<file path="src/rtl/riscv_ctrl_pkg.sv">
// Shared encodings for the multi-cycle RISC-V control unit: FSM states,
// opcodes, ALU operation codes and datapath select codes.
package riscv_ctrl_pkg;

  typedef enum logic [3:0] {
    FETCH    = 4'd0,
    DECODE   = 4'd1,
    MEMADR   = 4'd2,
    MEMREAD  = 4'd3,
    MEMWB    = 4'd4,
    MEMWRITE = 4'd5,
    EXECUTER = 4'd6,
    EXECUTEI = 4'd7,
    ALUWB    = 4'd8,
    BEQ      = 4'd9,
    JAL      = 4'd10
  } state_t;

  localparam logic [6:0] OP_LW    = 7'b0000011;
  localparam logic [6:0] OP_SW    = 7'b0100011;
  localparam logic [6:0] OP_RTYPE = 7'b0110011;
  localparam logic [6:0] OP_ITYPE = 7'b0010011;
  localparam logic [6:0] OP_BEQ   = 7'b1100011;
  localparam logic [6:0] OP_JAL   = 7'b1101111;

  typedef enum logic [1:0] {
    ALUOP_ADD   = 2'b00,
    ALUOP_SUB   = 2'b01,
    ALUOP_FUNCT = 2'b10
  } alu_op_t;

  localparam logic [2:0] ALU_ADD = 3'b000;
  localparam logic [2:0] ALU_SUB = 3'b001;
  localparam logic [2:0] ALU_AND = 3'b010;
  localparam logic [2:0] ALU_OR  = 3'b011;
  localparam logic [2:0] ALU_SLT = 3'b101;

  localparam logic [1:0] SRCA_PC    = 2'b00;
  localparam logic [1:0] SRCA_OLDPC = 2'b01;
  localparam logic [1:0] SRCA_REG   = 2'b10;

  localparam logic [1:0] SRCB_REG  = 2'b00;
  localparam logic [1:0] SRCB_IMM  = 2'b01;
  localparam logic [1:0] SRCB_FOUR = 2'b10;

  localparam logic [1:0] RES_ALUOUT = 2'b00;
  localparam logic [1:0] RES_DATA   = 2'b01;
  localparam logic [1:0] RES_ALU    = 2'b10;

  localparam logic [1:0] IMM_I = 2'b00;
  localparam logic [1:0] IMM_S = 2'b01;
  localparam logic [1:0] IMM_B = 2'b10;
  localparam logic [1:0] IMM_J = 2'b11;

endpackage

</file>
<file path="src/rtl/alu_decoder.sv">
// Combinational ALU decoder: maps the FSM's alu_op plus instruction fields
// onto the shared ALU's operation encoding.
module alu_decoder
  import riscv_ctrl_pkg::*;
(
  input  logic       op5,
  input  logic [2:0] funct3,
  input  logic       funct7b5,
  input  alu_op_t    alu_op,
  output logic [2:0] alu_control
);

  // NOTE: every always_comb output gets a default first so no path leaves it unassigned (no latch).
  always_comb begin
    alu_control = ALU_ADD;
    case (alu_op)
      ALUOP_ADD: alu_control = ALU_ADD;
      ALUOP_SUB: alu_control = ALU_SUB;
      ALUOP_FUNCT: begin
        case (funct3)
          // Only R-type with funct7b5 subtracts; addi reuses op[5]=0 to always add.
          3'b000:  alu_control = (op5 & funct7b5) ? ALU_SUB : ALU_ADD;
          3'b010:  alu_control = ALU_SLT;
          3'b110:  alu_control = ALU_OR;
          3'b111:  alu_control = ALU_AND;
          default: alu_control = ALU_ADD;
        endcase
      end
      default: alu_control = ALU_ADD;
    endcase
  end

endmodule

</file>
<file path="src/rtl/multicycle_controller.sv">
// Moore-FSM control unit for the multi-cycle RISC-V core: sequences each
// instruction and drives every datapath select and write enable.
module multicycle_controller
  import riscv_ctrl_pkg::*;
(
  input  logic       clk,
  input  logic       rst_n,
  input  logic [6:0] op,
  input  logic [2:0] funct3,
  input  logic       funct7b5,
  input  logic       zero,
  output logic       pc_write,
  output logic       adr_src,
  output logic       mem_write,
  output logic       ir_write,
  output logic [1:0] result_src,
  output logic [1:0] alu_src_a,
  output logic [1:0] alu_src_b,
  output logic [1:0] imm_src,
  output logic [2:0] alu_control,
  output logic       reg_write,
  output logic [3:0] state
);

  state_t  state_q, state_d;
  alu_op_t alu_op;
  logic    pc_update, branch;
  logic    ir_write_s, mem_write_s, reg_write_s;

  // NOTE: sequential state uses non-blocking assignment so all flops update together.
  always_ff @(posedge clk or negedge rst_n) begin
    if (!rst_n) state_q <= FETCH;
    else        state_q <= state_d;
  end

  always_comb begin
    state_d = FETCH;
    case (state_q)
      FETCH: state_d = DECODE;
      DECODE: begin
        case (op)
          OP_LW, OP_SW: state_d = MEMADR;
          OP_RTYPE:     state_d = EXECUTER;
          OP_ITYPE:     state_d = EXECUTEI;
          OP_BEQ:       state_d = BEQ;
          OP_JAL:       state_d = JAL;
          default:      state_d = FETCH;
        endcase
      end
      MEMADR:             state_d = (op == OP_LW) ? MEMREAD : MEMWRITE;
      MEMREAD:            state_d = MEMWB;
      EXECUTER, EXECUTEI: state_d = ALUWB;
      JAL:                state_d = ALUWB;
      default:            state_d = FETCH;
    endcase
  end

  always_comb begin
    adr_src     = 1'b0;
    ir_write_s  = 1'b0;
    mem_write_s = 1'b0;
    reg_write_s = 1'b0;
    result_src  = RES_ALUOUT;
    alu_src_a   = SRCA_PC;
    alu_src_b   = SRCB_REG;
    alu_op      = ALUOP_ADD;
    pc_update   = 1'b0;
    branch      = 1'b0;
    case (state_q)
      FETCH: begin
        ir_write_s = 1'b1;
        alu_src_b  = SRCB_FOUR;
        result_src = RES_ALU;
        pc_update  = 1'b1;
      end
      DECODE: begin
        alu_src_a = SRCA_OLDPC;
        alu_src_b = SRCB_IMM;
      end
      MEMADR: begin
        alu_src_a = SRCA_REG;
        alu_src_b = SRCB_IMM;
      end
      MEMREAD: adr_src = 1'b1;
      MEMWB: begin
        result_src  = RES_DATA;
        reg_write_s = 1'b1;
      end
      MEMWRITE: begin
        adr_src     = 1'b1;
        mem_write_s = 1'b1;
      end
      EXECUTER: begin
        alu_src_a = SRCA_REG;
        alu_op    = ALUOP_FUNCT;
      end
      EXECUTEI: begin
        alu_src_a = SRCA_REG;
        alu_src_b = SRCB_IMM;
        alu_op    = ALUOP_FUNCT;
      end
      ALUWB: reg_write_s = 1'b1;
      BEQ: begin
        alu_src_a = SRCA_REG;
        alu_op    = ALUOP_SUB;
        branch    = 1'b1;
      end
      JAL: begin
        alu_src_a = SRCA_OLDPC;
        alu_src_b = SRCB_FOUR;
        pc_update = 1'b1;
      end
      default: ;
    endcase
  end

  // Enables are gated by rst_n so FETCH's own enables stay quiet while in reset.
  assign pc_write  = rst_n & (pc_update | (branch & zero));
  assign ir_write  = rst_n & ir_write_s;
  assign mem_write = rst_n & mem_write_s;
  assign reg_write = rst_n & reg_write_s;
  assign state     = state_q;

  always_comb begin
    imm_src = IMM_I;
    case (op)
      OP_SW:   imm_src = IMM_S;
      OP_BEQ:  imm_src = IMM_B;
      OP_JAL:  imm_src = IMM_J;
      default: imm_src = IMM_I;
    endcase
  end

  alu_decoder u_alu_decoder (
    .op5         (op[5]),
    .funct3      (funct3),
    .funct7b5    (funct7b5),
    .alu_op      (alu_op),
    .alu_control (alu_control)
  );

endmodule

</file>
<file path="config.mk">
export PLATFORM = sky130hd
export DESIGN_NAME = multicycle_controller
export DESIGN_NICKNAME = d
export VERILOG_FILES = /design/src/rtl/riscv_ctrl_pkg.sv /design/src/rtl/alu_decoder.sv /design/src/rtl/multicycle_controller.sv
export SDC_FILE = /design/constraint.sdc
export NUM_CORES = 1
export LEC_CHECK = 0
export ABC_AREA = 1
export CAP_MARGIN = 25
export CORE_MARGIN = 2
export CORE_UTILIZATION = 35
export DETAILED_ROUTE_END_ITERATION = 16
export PLACE_DENSITY = 0.89
export SLEW_MARGIN = 20
export SYNTH_ARGS = -nofsm -noshare
export SYNTH_HDL_FRONTEND = slang
export SYNTH_SLANG_ARGS = --single-unit
</file>
<file path="constraint.sdc">
create_clock -name clk -period 1.8 [get_ports clk]
set_input_delay 0.36 -clock clk [delete_from_list [all_inputs] [get_ports clk]]
set_output_delay 0.36 -clock clk [all_outputs]
set_load 0.01 [all_outputs]
</file>
Yosys cells after proc, flatten, opt, wreduce, memory -nomap -nowiden
Index checks and enable logic that the tools add are counted.
{"block": "word_totals", "register_bits": 4, "input_bits": 14}
{"block": "classes", "eq_ne": 21, "mux": 17, "bitwise_logic": 7, "reduce_logical": 11}
{"op": "4-bit one-hot mux with 5 select lines", "count": 2}
{"op": "4-bit by 3-bit == test with 1-bit output, second input constant", "count": 4}
{"op": "2-bit one-hot mux with 2 select lines", "count": 4}
{"op": "7-bit by 6-bit == test with 1-bit output, second input constant", "count": 2}
{"op": "7-bit == test, second input constant", "count": 2}
{"op": "4-bit == test, second input constant", "count": 3}
{"op": "3-bit one-hot mux with 4 select lines", "count": 1}
{"op": "2-bit OR reduction", "count": 6}
{"op": "4-bit by 2-bit == test with 1-bit output, second input constant", "count": 2}
{"op": "7-bit by 2-bit == test with 1-bit output, second input constant", "count": 1}
{"op": "7-bit by 5-bit == test with 1-bit output, second input constant", "count": 1}
{"op": "1-bit 2-to-1 mux", "count": 7}
{"op": "1-bit AND", "count": 6}
{"op": "3-bit == test, second input constant", "count": 2}
{"op": "2-bit one-hot mux with 3 select lines", "count": 1}
{"op": "3-bit one-hot mux with 2 select lines", "count": 1}
{"op": "3-bit OR reduction", "count": 2}
{"op": "4-bit by 1-bit == test with 1-bit output, second input constant", "count": 1}
{"op": "4-bit logical NOT", "count": 1}
{"op": "4-bit OR reduction", "count": 1}
{"op": "3-bit by 2-bit == test with 1-bit output, second input constant", "count": 1}
{"op": "3-bit logical NOT", "count": 1}
{"op": "3-bit 2-to-1 mux", "count": 1}
{"op": "2-bit by 1-bit == test with 1-bit output, second input constant", "count": 1}
{"op": "2 further kinds", "count": 2}

Depth between registers and ports, before layout
{"block": "logic_depth", "ltp_word": 5, "ltp_mapped": 9}

Modules after synthesis
From an unflattened synthesis, not the netlist that was laid out.
{"block": "hier_totals", "hier_cells": 98, "hier_area_um2": 526.8}
{"module": "multicycle_controller", "instances": 1, "cells_each": 81, "area_each_um2": 435.4, "seq_area_each_um2": 100.1}
{"module": "alu_decoder", "instances": 1, "cells_each": 17, "area_each_um2": 91.3, "seq_area_each_um2": 0.0}

Least setup slack after synthesis
No wires, ideal clock.
{"block": "synth_path", "kind": "flip-flop to output port", "startpoint": "reg state_q[2] (netlist: state[2])", "endpoint": "out alu_control[1]", "arrival_ps": 1385, "t_required_ps": 1440, "path_slack_ps": 55, "path_stages_with_launch": 6, "cell_sequence": "dfrtp_1 > inv_2 > nor2_2 > nand2_2 > ha_1 > nor3b_1"}
{"block": "synth_between", "elab_chain_len": 5, "word_cells_on_any_way": 8, "cone_classes": "5 x eq/ne; 2 x mux; 1 x reduce/logical"}
{"element": "start: declaration", "line_no": "multicycle_controller.sv:25", "text": "state_t state_q, state_d;"}
{"element": "start signal: assignment", "line_no": "multicycle_controller.sv:33", "text": "else state_q <= state_d;"}
{"element": "4-bit by 3-bit == test with 1-bit output", "line_no": "multicycle_controller.sv:69", "text": "case (state_q)"}
{"element": "2-bit OR reduction (no line)"}
{"element": "2-bit one-hot mux with 2 select lines *", "line_no": "multicycle_controller.sv:69"}
{"element": "2-bit == test or 2-bit by 1-bit == test with 1-bit output (tied branches)", "line_no": "alu_decoder.sv:16", "text": "case (alu_op)"}
{"element": "3-bit one-hot mux with 2 select lines *", "line_no": "alu_decoder.sv:16"}
{"element": "end: declaration", "line_no": "multicycle_controller.sv:20", "text": "output logic [2:0] alu_control,"}
Mark *: on every way between the ends. The rest lies on a longest branch, timed or not.

Final worst setup path
{"block": "layout_path", "startpoint": "reg state_q[2] (netlist: state[2])", "endpoint": "out alu_control[0]"}
Same word-level chain as after synthesis.

==> impl_metrics.ini <==
[run_status]
outcome = complete, but fails checks
violations = negative setup slack

[placed_design]
io_buffers = 33
place_congestion = 0.791
place.detailed.hpwl_um = 1570

[die]
die_w_um = 43.3
core_area_um2 = 1470
start_util = 0.367
die_h_um = 43.3
io_pins = 34
row_count = 14
dieArea_um2 = 1870

[sta]
fmax_ghz = 0.512
worstMarginPinSlew_ns = 0.194
finalCritPeriodShare = 1.08
slew_violations = 0
whs_ns = 0.418
finalHoldViolCount = 0
finClkSkew_ns = 0.000754
setup_viol = 3
rsz0062_at_grt = yes
period_minus_slack_ns = 1.95
fin_ws_ns = -0.153
slew_headroom = 0.871
tns_ns = -0.251

[hold_path]
hold_path.class = in -> async

[layout]
final_nets = 179
multi_input_area_um2 = 474
drive_above_1_share = 0.509
area_delta_synth_final_pct = 123
layout_common_cells = 24 x buf_4, 21 x nand2_1, 16 x clkdlybuf4s50_1
regArea_um2 = 104
largest_register_ffs = 4
diodes = 0
fill_cells = 95
layout_commonest_cell = buf_4

[worst_setup_path]
reg2regPathDepth = 8
cp-startpoint = state[2]
r2r_start = state[2]
arrival_ns = 1.59
crit_required_ns = 1.44
critPathCaptureType = output pin
timing.rr.end = state[0]
crit_path_max_fanout = 4
start_kind = flip-flop
rrSetupSlack_ns = 0.48
critPathKind = reg -> out

[job]
cap_violations = 0

[grt]
grtUsageMet1 = 0.256
use_met3 = 0.0255
grt_use_met2 = 0.427
first_global_vias = 845
antenna_found_initial = 0
track_usage = 0.231
top_usage_layer = met2
grt_max_degree = 5
overflow = 0
grt_pass1_wl_um = 3330

[clock_tree]
clkSlewWorstSetupHoldPaths_ns = 0.04
cts_hold_buf = 0
clk_latency_ns = 0.23
cts-root-buf = clkbuf_4
cts_buffers = 3
cts_buffer_depth = 2
htree_levels = 1
cts_tree = done
numClockSinks = 4

[logic_synthesis]
yosys_warnings = 0
syn_inst = 96
synthesis.nets = 112
synth_seq_cells = 4
yosysUniqueCellTypes = 19
postSynthAreaPerCell_um2 = 5.63
synth_area_um2 = 541
seq_area_frac_synth = 0.185

[drt]
post_drt_wl_per_cell_um = 12.8
dr.pass1.iters = 5
drt_wl_total_um = 2270
drt_iter0_drc = 11
drc = 0
via_count = 862
viasPerCell = 4.87
ant_nets = 0

[pwr]
p_per_area_nw_per_um2 = 686
p_total_w = 0.000828
static-leakage-power_nw = 0.689
ir_drop_mv = 0.489
## cells in the mapped netlist
master / count / area share
nor2_1: 17 / 0.12
nand2_2: 5 / 0.058
a21oi_1: 3 / 0.028
clkinv_1: 1 / 0.0069
o21ai_0: 2 / 0.019
nor3_1: 2 / 0.019
nor3b_1: 1 / 0.014
nand4_1: 1 / 0.012
inv_1: 15 / 0.10
o211ai_2: 1 / 0.023
nor2_4: 2 / 0.042
dfrtp_1: 4 / 0.19
nand3_2: 1 / 0.019
inv_2: 3 / 0.021
clkinv_2: 1 / 0.0093
nor2_2: 4 / 0.046
nand2_1: 24 / 0.17
ha_1: 2 / 0.046
nand3_1: 7 / 0.065
## critical path: stages, from the launching register on
cell and delay, ns:
dfrtp_2 0.41, inv_2 0.07, nor2_4 0.11, nand2_4 0.08, inv_4 0.07, ha_4 0.13
nand2_2 0.07, nor2_1 0.10, nor2_1 0.06, a21oi_1 0.12, buf_2 0.15
## stage by stage
| step | setup WS, ns | util | std cells | cell area (um2) |
|---|---|---|---|---|
| after CTS | -0.0956 | 0.766 | 175 | 1130 |
| after floorplan | 0.0549 | - | 96 | 541 |
| after global routing | -0.264 | 0.821 | 177 | 1210 |
| after global placement | -0.332 | 0.723 | 168 | 1060 |
| final | -0.153 | 0.821 | 177 | 1210 |
| after detailed placement | -0.366 | 0.723 | 168 | 1060 |
## logic make-up after synthesis
kind of cell               share of synthesized area
AOI/OAI and AO/OA                             0.0694
adders and majority gates                     0.0463
buffers and inverters                          0.141
DFF                                            0.185
and+or+nand+nor                                0.558
## layer usage
metal | wire, um | vias to the layer above | part of all wire
li1 | - | 423 | -
met1 | 930 | 404 | 0.41
met2 | 1200 | 29 | 0.53
met3 | 83 | 6 | 0.037
met4 | 56 | 0 | 0.025
met5 | 0 | - | 0
## area by class of cell
class / instances / area share
repair buffers: 62 / 0.420
multi-input cells: 72 / 0.393
inverters: 20 / 0.0663
flip-flops and latches: 4 / 0.0860
clock buffers: 3 / 0.0187
well taps: 16 / 0.0166
## how the worst max path moves through the flow
stage	slack, ns	depth (start not counted)	to
detailed placement	-0.37	10	alu_control[0]
global placement	-0.33	5	imm_src[0]
floorplan	0.05	5	alu_control[1]
CTS	-0.1	6	alu_control[1]
finish	-0.15	10	alu_control[0]
global route	-0.26	10	alu_control[0]
## what timing repair did
action                                  CTS  global route
endpoints found under the setup margin   16            13
pin swaps                                 6             8
resized for setup                        65            29
setup buffers                             4             3
## power by group
part           leakage, nW  internal [W]  switching, W
sequential          0.0488      0.000105     0.0000140
clock               0.0138     0.0000742     0.0000315
combinational        0.627      0.000288      0.000316
total                0.689      0.000467      0.000361
(Power assumes the default switching activity.)
